$ cat src/rtl/branch_pkg.sv
// Shared opcode constants and FSM state type for the branch control slice.
package branch_pkg;
    localparam logic [1:0] OP_JMP = 2'b10;
    localparam logic [1:0] OP_JZ  = 2'b11;
    localparam logic [7:0] NOP    = 8'h00;

    typedef enum logic {
        RUN    = 1'b0,
        SQUASH = 1'b1
    } state_t;
endpackage

$ cat src/rtl/branch_decoder.sv
// Purely combinational decode of the instruction register into branch fields.
module branch_decoder
    import branch_pkg::*;
(
    input  logic [7:0] ir,
    output logic       is_branch,
    output logic       is_cond,
    output logic [7:0] disp
);
    always_comb begin
        is_branch = (ir[7:6] == OP_JMP) || (ir[7:6] == OP_JZ);
        is_cond   = (ir[7:6] == OP_JZ);
        disp      = {{2{ir[5]}}, ir[5:0]};
    end
endmodule

$ cat src/rtl/branch_control.sv
// Branch resolution stage: registers the fetched instruction, decides taken
// branches from registered state and squashes the wrong-path slot.
module branch_control
    import branch_pkg::*;
#(
    parameter int CNT_W = 8
) (
    input  logic             clk,
    input  logic             rst_n,
    input  logic [7:0]       instr,
    input  logic             instr_valid,
    input  logic             alu_zero,
    input  logic             alu_zero_we,
    output logic [7:0]       pc_control,
    output logic [7:0]       jump_offset,
    output logic             flush,
    output logic [CNT_W-1:0] taken_count
);
    logic [7:0]       ir_q, ir_d;
    state_t           state_q, state_d;
    logic             z_q, z_d;
    logic [CNT_W-1:0] cnt_q, cnt_d;

    logic       is_branch;
    logic       is_cond;
    logic [7:0] disp;
    logic       taken;

    branch_decoder u_dec (
        .ir        (ir_q),
        .is_branch (is_branch),
        .is_cond   (is_cond),
        .disp      (disp)
    );

    // Decision uses the flag value before any same-cycle write.
    always_comb begin
        taken       = (state_q == RUN) && is_branch && (!is_cond || z_q);
        flush       = (state_q == SQUASH);
        pc_control  = taken ? 8'hFF : 8'h00;
        // PC has already moved to branch_addr+1, and the adder adds one more.
        jump_offset = taken ? (disp - 8'd2) : 8'h00;
    end

    always_comb begin
        state_d = state_q;
        case (state_q)
            RUN:     state_d = taken ? SQUASH : RUN;
            SQUASH:  state_d = RUN;
            default: state_d = RUN;
        endcase
    end

    always_comb begin
        ir_d  = (instr_valid && !flush) ? instr : NOP;
        z_d   = alu_zero_we ? alu_zero : z_q;
        cnt_d = cnt_q;
        if (taken && (cnt_q != {CNT_W{1'b1}})) begin
            cnt_d = cnt_q + 1'b1;
        end
    end

    always_ff @(posedge clk or negedge rst_n) begin
        if (!rst_n) begin
            ir_q    <= NOP;
            state_q <= RUN;
            z_q     <= 1'b0;
            cnt_q   <= '0;
        end else begin
            ir_q    <= ir_d;
            state_q <= state_d;
            z_q     <= z_d;
            cnt_q   <= cnt_d;
        end
    end

    assign taken_count = cnt_q;
endmodule

$ cat config.mk
export PLATFORM = sky130hd
export DESIGN_NAME = branch_control
export DESIGN_NICKNAME = d
export VERILOG_FILES = /design/src/rtl/branch_pkg.sv /design/src/rtl/branch_decoder.sv /design/src/rtl/branch_control.sv
export SDC_FILE = /design/constraint.sdc
export NUM_CORES = 1
export LEC_CHECK = 0
export CAP_MARGIN = 10
export CORE_ASPECT_RATIO = 1.5
export CORE_MARGIN = 3
export CORE_UTILIZATION = 35
export CTS_CLUSTER_SIZE = 8
export DETAILED_ROUTE_END_ITERATION = 12
export DONT_BUFFER_PORTS = 1
export PLACE_DENSITY = 0.47
export SLEW_MARGIN = 40
export SYNTH_ARGS = -nofsm -noshare
export SYNTH_HDL_FRONTEND = slang
export SYNTH_SLANG_ARGS = --single-unit
$ cat constraint.sdc
create_clock -name clk -period 4.9 [get_ports clk]
set_input_delay 0.98 -clock clk [delete_from_list [all_inputs] [get_ports clk]]
set_output_delay 0.98 -clock clk [all_outputs]
set_load 0.005 [all_outputs]
==> results by group <==
Placed design
  – Port buffer count: 0
  – GP Congestion: 0.695
  – Post-placement cell count: 100
  – Setup slack after placement: 2350 ps
  – Post-DP HPWL: 1200 µm

Timing
  – Fmax: 352 MHz
  – Slew @ Worst Pin: 546 ps
  – Period utilisation layout: 0.580
  – Hold Vio Cnt, Final: 0
  – Clock Skew: 0.806 ps
  – Rel. slew slack: 0.636
  – Fin. max-slew vios: 0
  – Fin worst setup slack: 2060 ps
  – Final setup TNS: 0 ps
  – Post-layout minimum cycle time: 2840 ps
  – RSZ-0062 raised after global routing: false
  – Final setup fails: 0

Clock tree
  – H-Tree Depth: 1
  – Post_cts resized: 0
  – Clock Latency Late Sink: 290 ps
  – Hold buffer count at CTS: 0
  – CTS tree: done
  – Num CTS Buffers: 3
  – Deepest clock path buffer count: 2
  – Clk slew on worst S/H paths: 100 ps
  – Clock Sinks: 18
  – Root Buffer: clkbuf_4
  – Postcts setup bufs: 0

Global route
  – GRT overflow: 0
  – Total Routing Usage GR: 0.114
  – First-pass GRT wire length: 2530 µm
  – Vias in the first global route: 558
  – Largest net degree at the start of global routing: 19
  – Antenna violations before repair: 0

Final layout
  – Final Instance Count excl. Fillers: 104
  – Multi-input logic area: 370 µm²
  – Area delta synth->final: -2.57%
  – Fill cells: 243
  – # diodes: 0
  – Layout cells sized above 1: 0.125
  – Final Util: 0.364
  – Fin nets: 96
  – Reg area: 450 µm²

Drt
  – DR vias/cell: 5.45
  – Drt first-iter violations: 10
  – First drt pass iteration count: 4
  – Residual DRC: 0
  – WL final: 1590 µm
  – Wirelength per Cell: 15.2 µm
  – Via count: 567
  – Post-route ant nets: 0

Synth
  – Gate Count Post-Synth: 87
  – Most common cell in the netlist: dfrtp_1
  – Post-Syn Nets: 102
  – EDFF count, synth: 0
  – Netlist cell types: 26
  – Yosys Warn Count: 0
  – Synth area leader: dfrtp_1
  – Post-Syn Area: 926 µm²
  – Synth top area cells: dfrtp_1, buf_4, and2_1
  – Primary FF master, synth: dfrtp_1
  – Register area share after synthesis: 0.486
  – Async SR Flop Fraction: 1.00
  – Synth cell count leaders: dfrtp_1, and2_1, buf_4, nor2_1, nand2_1
  – Synthesized area per cell: 10.6 µm²
  – Area share of the largest cell type after synthesis: 0.486
  – Yosys reg bits: 18

Setup path
  – Crit-path max cell delay: 590 ps
  – Cell Chain, Critical Path: nor2b_1 > or3b_1 > inv_2 > and2_1
  – Critical setup path kind: register to output pin
  – Critical Path Fanout Max: 14
  – CP arrival: 1860 ps
  – Max stage delay cell, worst path: or3b_1
  – Crit. End Element: output pin
  – CP Launch Type: register
  – Worst EP required: 3920 ps

Floorplan
  – IO Count: 38
  – Initial Utilization: 0.374
  – Die Ht: 69.0 µm
  – Die Width: 48.0 µm
  – Row cnt: 22
  – Core Footprint: 2480 µm²
  – Die area: 3310 µm²

Pwr
  – PD cells: 395 nW/µm²
  – Total power draw: 0.000356 W
  – Lkg Pwr: 0.414 nW
  – Worst VDD drop: 0.219 mV

Hold path
  – Hold Crit Class: primary input to async pin

Run
  – Max cap viols: 0

Run status
  – Status: completed
==> layer usage <==
layer,share of wire,wire length (µm),vias up,global-route usage
li1,-,-,265,-
met5,0,0,-,0
met1,0.35,549,270,0.111
met2,0.56,885,28,0.192
met3,0.071,112,4,0.0468
met4,0.024,38,0,0.0707
==> flip-flops by register name (all words and copies together) (netlist names) <==
signal and flops:
flush 1, taken_count 8, ir_q 8, z_q 1
==> through the flow <==
stage / hold slack (ps) / area (µm²)
4_1_cts: 359 / 902
3_3_place_gp: 504 / 866
3_5_place_dp: 521 / 866
5_1_grt: 334 / 902
2_1_floorplan: 481 / 926
6_report: 373 / 902
==> logic make-up after synthesis <==
family,after synthesis,share of synthesized area
and+or+nand+nor,35,0.216
DFF,18,0.486
buffers and inverters,15,0.114
AOI/OAI and AO/OA,7,0.0486
xor gates and xnor gates,5,0.0473
muxes,5,0.0608
adders and majority gates,2,0.0270
==> cell type report <==
| cell class | count | share of cell area |
|---|---|---|
| tap | 24 | 0.0333 |
| inverter | 4 | 0.0166 |
| multi-input combinational | 54 | 0.411 |
| clock buffer | 4 | 0.0402 |
| sequential | 18 | 0.499 |
==> critical path, delay by kind of cell, from the launching register on <==
kind | cells | cell delay, ps
buf+inv | 1 | 320
flops | 1 | 360
simple gates | 3 | 890
==> power by group <==
part | switching, W | total, W | internal, W
logic | 0.0000332 | 0.0000600 | 0.0000268
registers | 0.0000343 | 0.000207 | 0.000173
clock network | 0.0000437 | 0.0000889 | 0.0000452
==> layout by cell type (no fill, tap or decap) <==
master	n
nand2b_1	1
mux2_2	2
nor3_2	1
xnor2_1	2
inv_1	3
ha_1	2
nor2b_1	2
a31oi_1	2
nand2_1	6
clkbuf_8	1
or3b_1	1
xor2_1	3
nor4_4	1
and2_1	9
nor2_2	1
nand3_1	2
nor2_1	7
mux2_1	3
a21oi_1	2
a41oi_1	1
inv_2	1
clkbuf_4	3
dfrtp_1	18
nor3_1	4
o21ai_0	1
a311oi_1	1
==> path summary, 6_finish.rpt <==
path	from	to	slack, ps	cells past startpoint
worst min-delay path	rst_n	taken_count[2]	370	0
worst max-delay path	ir_q[6]	jump_offset[0]	2060	4
worst min register to register	z_q	z_q	530	1
worst max register to register	ir_q[6]	taken_count[7]	3030	4
min in group clk	z_q	z_q	530	1
max in group asynchronous	rst_n	taken_count[1]	4450	0
Note: power is estimated with default switching activity, not from simulation.
